File: src/rtl/gray_bcd_display_mux.sv
// Gray input -> synchronised binary (LEDs) -> sequential double-dabble BCD ->
// time-multiplexed common-anode 7-segment display with optional leading-zero blanking.
module gray_bcd_display_mux #(
  parameter int WIDTH       = 4,
  parameter int NUM_DIGITS  = 2,
  parameter int REFRESH_DIV = 27000,
  parameter bit BLANK_LZ    = 1'b1
) (
  input  logic                  clk_pi,
  input  logic                  rst_pi,
  input  logic [WIDTH-1:0]      codigo_gray_pi,
  output logic [WIDTH-1:0]      codigo_bin_led_po,
  output logic [NUM_DIGITS-1:0] anodo_po,
  output logic [6:0]            catodo_po,
  output logic                  conv_busy_po
);

  function automatic longint pow10(input int n);
    longint r;
    r = 1;
    for (int i = 0; i < n; i++) r = r * 10;
    return r;
  endfunction

  localparam int     BCD_W   = 4 * NUM_DIGITS;
  localparam int     CNT_W   = $clog2(REFRESH_DIV);
  localparam int     IDX_W   = (NUM_DIGITS > 1) ? $clog2(NUM_DIGITS) : 1;
  localparam int     SH_W    = $clog2(WIDTH);
  localparam longint MAX_BIN = (longint'(1) << WIDTH) - longint'(1);
  localparam longint DEC_CAP = pow10(NUM_DIGITS);

  if (WIDTH < 2) begin : g_chk_width
    $error("gray_bcd_display_mux: WIDTH must be >= 2");
  end
  if (REFRESH_DIV < 2) begin : g_chk_refresh
    $error("gray_bcd_display_mux: REFRESH_DIV must be >= 2");
  end
  if (DEC_CAP <= MAX_BIN) begin : g_chk_digits
    $error("gray_bcd_display_mux: NUM_DIGITS too small for WIDTH");
  end

  typedef enum logic [1:0] {IDLE, SHIFT, LOAD} state_t;

  function automatic logic [6:0] seg_decode(input logic [3:0] n);
    logic [6:0] s;
    case (n)
      4'd0:    s = 7'b1000000;
      4'd1:    s = 7'b1111001;
      4'd2:    s = 7'b0100100;
      4'd3:    s = 7'b0110000;
      4'd4:    s = 7'b0011001;
      4'd5:    s = 7'b0010010;
      4'd6:    s = 7'b0000010;
      4'd7:    s = 7'b1111000;
      4'd8:    s = 7'b0000000;
      4'd9:    s = 7'b0010000;
      default: s = 7'h7F;
    endcase
    return s;
  endfunction

  logic [WIDTH-1:0] sync1_reg, gs_reg, bin_q_reg, bin_next;

  // Each binary bit is the XOR of all Gray bits at or above it.
  genvar gi;
  for (gi = 0; gi < WIDTH; gi++) begin : g_bin
    assign bin_next[gi] = ^gs_reg[WIDTH-1:gi];
  end

  always_ff @(posedge clk_pi) begin
    if (rst_pi) begin
      sync1_reg <= '0;
      gs_reg    <= '0;
      bin_q_reg <= '0;
    end else begin
      sync1_reg <= codigo_gray_pi;
      gs_reg    <= sync1_reg;
      bin_q_reg <= bin_next;
    end
  end

  assign codigo_bin_led_po = bin_q_reg;

  state_t           state_reg, state_next;
  logic [WIDTH-1:0] shift_reg, shift_next;
  logic [WIDTH-1:0] last_reg, last_next;
  logic [BCD_W-1:0] bcd_reg, bcd_next, bcd_adj;
  logic [BCD_W-1:0] disp_reg, disp_next;
  logic [SH_W-1:0]  sh_cnt_reg, sh_cnt_next;
  logic             pending_reg, pending_next;

  for (gi = 0; gi < NUM_DIGITS; gi++) begin : g_adj
    assign bcd_adj[4*gi +: 4] = (bcd_reg[4*gi +: 4] >= 4'd5) ?
                                bcd_reg[4*gi +: 4] + 4'd3 : bcd_reg[4*gi +: 4];
  end

  always_ff @(posedge clk_pi) begin
    if (rst_pi) begin
      state_reg   <= IDLE;
      shift_reg   <= '0;
      last_reg    <= '0;
      bcd_reg     <= '0;
      disp_reg    <= '0;
      sh_cnt_reg  <= '0;
      pending_reg <= 1'b1;
    end else begin
      state_reg   <= state_next;
      shift_reg   <= shift_next;
      last_reg    <= last_next;
      bcd_reg     <= bcd_next;
      disp_reg    <= disp_next;
      sh_cnt_reg  <= sh_cnt_next;
      pending_reg <= pending_next;
    end
  end

  // The snapshot is taken once per conversion, so later input changes only
  // trigger a fresh conversion from IDLE and never corrupt the display.
  always_comb begin
    state_next   = state_reg;
    shift_next   = shift_reg;
    last_next    = last_reg;
    bcd_next     = bcd_reg;
    disp_next    = disp_reg;
    sh_cnt_next  = sh_cnt_reg;
    pending_next = pending_reg;
    case (state_reg)
      IDLE: begin
        if (pending_reg || (bin_q_reg != last_reg)) begin
          shift_next   = bin_q_reg;
          last_next    = bin_q_reg;
          bcd_next     = '0;
          pending_next = 1'b0;
          sh_cnt_next  = '0;
          state_next   = SHIFT;
        end
      end
      SHIFT: begin
        bcd_next    = {bcd_adj[BCD_W-2:0], shift_reg[WIDTH-1]};
        shift_next  = shift_reg << 1;
        sh_cnt_next = sh_cnt_reg + SH_W'(1);
        if (sh_cnt_reg == SH_W'(WIDTH - 1)) state_next = LOAD;
      end
      LOAD: begin
        disp_next  = bcd_reg;
        state_next = IDLE;
      end
      default: state_next = IDLE;
    endcase
  end

  assign conv_busy_po = (state_reg != IDLE);

  logic [CNT_W-1:0]      ref_cnt_reg, ref_cnt_next;
  logic [IDX_W-1:0]      idx_reg, idx_next;
  logic                  ref_wrap;
  logic [NUM_DIGITS-1:0] anodo_reg;
  logic [6:0]            catodo_reg, seg_sel;
  logic [3:0]            nib [NUM_DIGITS];
  logic [NUM_DIGITS-1:0] blank;

  for (gi = 0; gi < NUM_DIGITS; gi++) begin : g_digit
    assign nib[gi] = disp_reg[4*gi +: 4];
    if (gi == 0) begin : g_units
      assign blank[gi] = 1'b0;
    end else begin : g_upper
      assign blank[gi] = BLANK_LZ & ~|disp_reg[BCD_W-1:4*gi];
    end
  end

  always_comb begin
    ref_wrap     = (ref_cnt_reg == CNT_W'(REFRESH_DIV - 1));
    ref_cnt_next = ref_wrap ? '0 : ref_cnt_reg + CNT_W'(1);
    idx_next     = idx_reg;
    if (ref_wrap) begin
      idx_next = (idx_reg == IDX_W'(NUM_DIGITS - 1)) ? '0 : idx_reg + IDX_W'(1);
    end
  end

  assign seg_sel = blank[idx_reg] ? 7'h7F : seg_decode(nib[idx_reg]);

  // Anode and cathode are both registered from the same index, so they switch together.
  always_ff @(posedge clk_pi) begin
    if (rst_pi) begin
      ref_cnt_reg <= '0;
      idx_reg     <= '0;
      anodo_reg   <= '1;
      catodo_reg  <= 7'h7F;
    end else begin
      ref_cnt_reg <= ref_cnt_next;
      idx_reg     <= idx_next;
      anodo_reg   <= ~(NUM_DIGITS'(1) << idx_reg);
      catodo_reg  <= seg_sel;
    end
  end

  assign anodo_po  = anodo_reg;
  assign catodo_po = catodo_reg;

endmodule

File: config.mk
export PLATFORM = sky130hd
export DESIGN_NAME = gray_bcd_display_mux
export DESIGN_NICKNAME = d
export VERILOG_FILES = /design/src/rtl/gray_bcd_display_mux.sv
export SDC_FILE = /design/constraint.sdc
export NUM_CORES = 1
export LEC_CHECK = 0
export ABC_CLOCK_PERIOD_IN_PS = 2250
export BUFFER_PORTS_ARGS = -buffer_cell sky130_fd_sc_hd__buf_2
export CAP_MARGIN = 15
export CORE_ASPECT_RATIO = 1.5
export CORE_MARGIN = 2
export CORE_UTILIZATION = 50
export CTS_BUF_LIST = sky130_fd_sc_hd__clkbuf_8
export DETAILED_ROUTE_END_ITERATION = 12
export GPL_TIMING_DRIVEN = 1
export PLACE_DENSITY = 0.68
export SETUP_SLACK_MARGIN = 0.5
export SLEW_MARGIN = 20
export SYNTH_ARGS = -nofsm -noshare
export SYNTH_HDL_FRONTEND = slang
export SYNTH_SLANG_ARGS = --single-unit
File: constraint.sdc
create_clock -name clk_pi -period 2.25 [get_ports clk_pi]
set_input_delay 0.3375 -clock clk_pi [delete_from_list [all_inputs] [get_ports clk_pi]]
set_output_delay 0.3375 -clock clk_pi [all_outputs]
set_load 0.01 [all_outputs]
==> qor.yml <==
outcome:
  status: "completed"
critical_path:
  path_class: "reg2out"
  cp-end-kind: "output port"
  worstPathArrival_ns: 1.32
  reg2reg_to: "bcd_reg[2]$_SDFFE_PP0P_"
  r2r-start: "bcd_reg[0]$_SDFFE_PP0P_"
  crit_chain: "nor2_2, inv_1, buf_2"
  start_kind: "flop"
  ff2ff_path_depth: 6
  cpMaxStageDelayCell: "dfxtp_1"
  crit_required_ns: 1.91
  crit_fanout: 10
  max_stage_delay_ns: 0.52
  r2r_slack_ns: 0.65
pwr:
  power_frac_seq_pct: 49.5
  power_leakage_nw: 1.27
  clockPowerShare_pct: 43.5
  p_sw_uw: 593
  internal_power_mw: 1.90
  p_per_area_mw_per_mm2: 768
  comb_power_share_pct: 7.0
  peakVddDrop_v: 0.000536
  p_sw_share_pct: 23.8
floorplanning:
  fp.dieH_um: 97.0
  start_util_pct: 52.1
  ios: 20
  fp.dieW_um: 66.0
  rows: 33
  coreArea_mm2: 0.00553
  dieArea_mm2: 0.00640
final_layout:
  nets: 347
  instances_no_fill: 405
  final_cell_mix: "dfxtp_1, nor2_1, a21oi_1"
  fillCellCount: 518
  largest_reg_flops: 15
  drive_above_1_share_pct: 17.6
  mostFrequentLayoutCell: "dfxtp_1"
  area_growth_syn_to_layout_pct: 12.8
  diodes: 0
global_route:
  antenna_found_initial: 0
  grt_pass1_vias: 1966
  grt_max_degree: 40
  grt_overflow: 0
  grt_pass1_wl_um: 8510
  grt_usage_pct: 17.1
synthesis:
  seq_area_frac_synth_pct: 45.9
  async_flop_share_pct: 0
  yosys_warnings: 0
  synth_flop_cell: "dfxtp_1"
  syn_area_per_cell_um2: 9.29
  syn_inst: 310
  syn_area_mm2: 0.00288
  synth_edf_count: 0
  synth_cell_types: 44
  ys_ff_latch: 66
  synth_nets: 327
cts:
  htreeDepth: 3
  cts_tree: "built"
  numCtsBuffers: 9
  cts-root-buf: "clkbuf_8"
  clk_pin_slew_ns: 0.07
  clockBufferDepth: 2
  cts.sinks: 66
  insertion_delay_ns: 0.35
route:
  vias_per_cell: 5.24
  antenna_left: 0
  wl_per_cell_um: 12.1
  via_count: 2124
  drt_iter0_markers: 60
  drtPass1Iterations: 4
  drc: 0
  wirelength_um: 4900
hold_path:
  hp-class: "in2reg"
  hold_depth: 2
  hold_path_end: "sync1_reg[2]$_SDFF_PP0_"
  min_from: "codigo_gray_pi[2]"
placement:
  gp_congestion: 0.780
  post-dp-hpwl_um: 3420
  dp.cells: 389
  portBuffers: 19
timing:
  grt_setup_unrepaired: "false"
  period_needed_ns: 1.65
  fmax_ghz: 0.605
  worstMarginPinSlew_ns: 0.559
  final-setup-viol-count: 0
  hold_viol: 0
  finalCritPeriodShare_pct: 73.5
  finalSetupTns_ns: 0
  final-max-slew-violation-count: 0
  fin_skew_ns: 0.00527
  max-slew-margin-rel_pct: 62.7
job:
  max_cap_viol_count: 0
[area by class of cell]
| cell class | instances | area, µm² | area share (%) |
|---|---|---|---|
| Clock buffer | 9 | 124 | 3.81 |
| Clock inverter | 7 | 93.8 | 2.89 |
| Inverter | 16 | 60.1 | 1.85 |
| Multi-Input combinational cell | 213 | 1430 | 44.0 |
| Sequential cell | 66 | 1320 | 40.7 |
| Tap cell | 70 | 87.6 | 2.70 |
| Timing Repair Buffer | 24 | 133 | 4.08 |
[power by group through the flow]
stage / registers, mW / logic (mW) / clock network, mW
floorplan: 1.26 / 0.140 / 0
global placement: 1.26 / 0.175 / 0
detailed placement: 1.26 / 0.177 / 0
CTS: 1.23 / 0.179 / 1.11
global route: 1.24 / 0.195 / 1.15
finish: 1.23 / 0.176 / 1.08
[worst max-delay path, delay by kind of cell (launching register included)]
kind                   cells  cell delay, ns
buffers and inverters      2            0.35
and+or+nand+nor            1            0.11
DFF                        1            0.52
[metrics by stage]
step                hold WS (ns)  power (mW)  area, µm²  util, %  setup slack (ns)
floorplan                  0.413        1.39       2880        -             0.654
global placement           0.419        1.43       3020     54.5             0.503
detailed placement         0.424        1.44       3020     54.5             0.425
CTS                        0.185        2.52       3240     58.6             0.505
global route               0.192        2.59       3250     58.7             0.510
finish                     0.199        2.49       3250     58.7             0.597
[metal layers]
metal  share of wire [%]  global-route usage [%]  vias up
met3                 2.5                    3.49       12
met2                  51                    28.9       27
met5                   0                       0        -
li1                    -                       -     1102
met4                 3.1                    10.8        0
met1                  43                    18.8      983
[logic make-up after synthesis]
kind of cell               share of synthesized area (%)
AOI/OAI and AO/OA                                   13.7
xor gates and xnor gates                            6.08
adders and majority gates                           4.78
buffers and inverters                               5.00
DFF                                                 45.9
muxes                                               4.34
and+or+nand+nor                                     20.2
[synth_stat cells (3+ instances only)]
cell type  count  area, µm²
nor2b_1       11       68.8
or3_1          6       37.5
mux2i_1        8       80.1
xnor2_1        5       43.8
nor2_1        38        143
a21oi_1       20        100
nand4_1        4       25.0
o21ai_0       11       55.1
dfxtp_1       66       1320
o32ai_1        3       26.3
buf_2          4       20.0
mux2_2         4       45.0
xor2_1        15        131
o22ai_1        4       25.0
nand2b_1      12       75.1
o32ai_2        3       48.8
nand2_1       19       71.3
ha_1          11        138
nand3_1        9       45.0
inv_1         16       60.1
a31oi_1        3       18.8
clkbuf_1       7       26.3
[timing repair]
| action | 4_1_cts | 5_1_grt |
|---|---|---|
| gates resized for setup | 2 | 3 |
| gates cloned | 0 | 0 |
| buffers inserted | 0 | 0 |
| hold buffers | 0 | 0 |
| endpoints found under the hold margin | 0 | 0 |
| setup endpoints to repair | 9 | 6 |
[worst max path at each step]
| stage | slack, ns | endpoint | start | cells past startpoint |
|---|---|---|---|---|
| detailed placement | 0.42 | catodo_po[6]$_SDFF_PP1_ | idx_reg$_SDFFE_PP0N_ | 5 |
| floorplan | 0.65 | catodo_po[6]$_SDFF_PP1_ | idx_reg$_SDFFE_PP0N_ | 6 |
| global placement | 0.50 | catodo_po[6]$_SDFF_PP1_ | idx_reg$_SDFFE_PP0N_ | 5 |
| global route | 0.51 | conv_busy_po | state_reg[0]$_SDFFE_PP0P_ | 3 |
| CTS | 0.51 | catodo_po[6]$_SDFF_PP1_ | idx_reg$_SDFFE_PP0N_ | 5 |
| finish | 0.60 | conv_busy_po | state_reg[0]$_SDFFE_PP0P_ | 3 |
No activity file was read; power rests on OpenSTA's default activity.
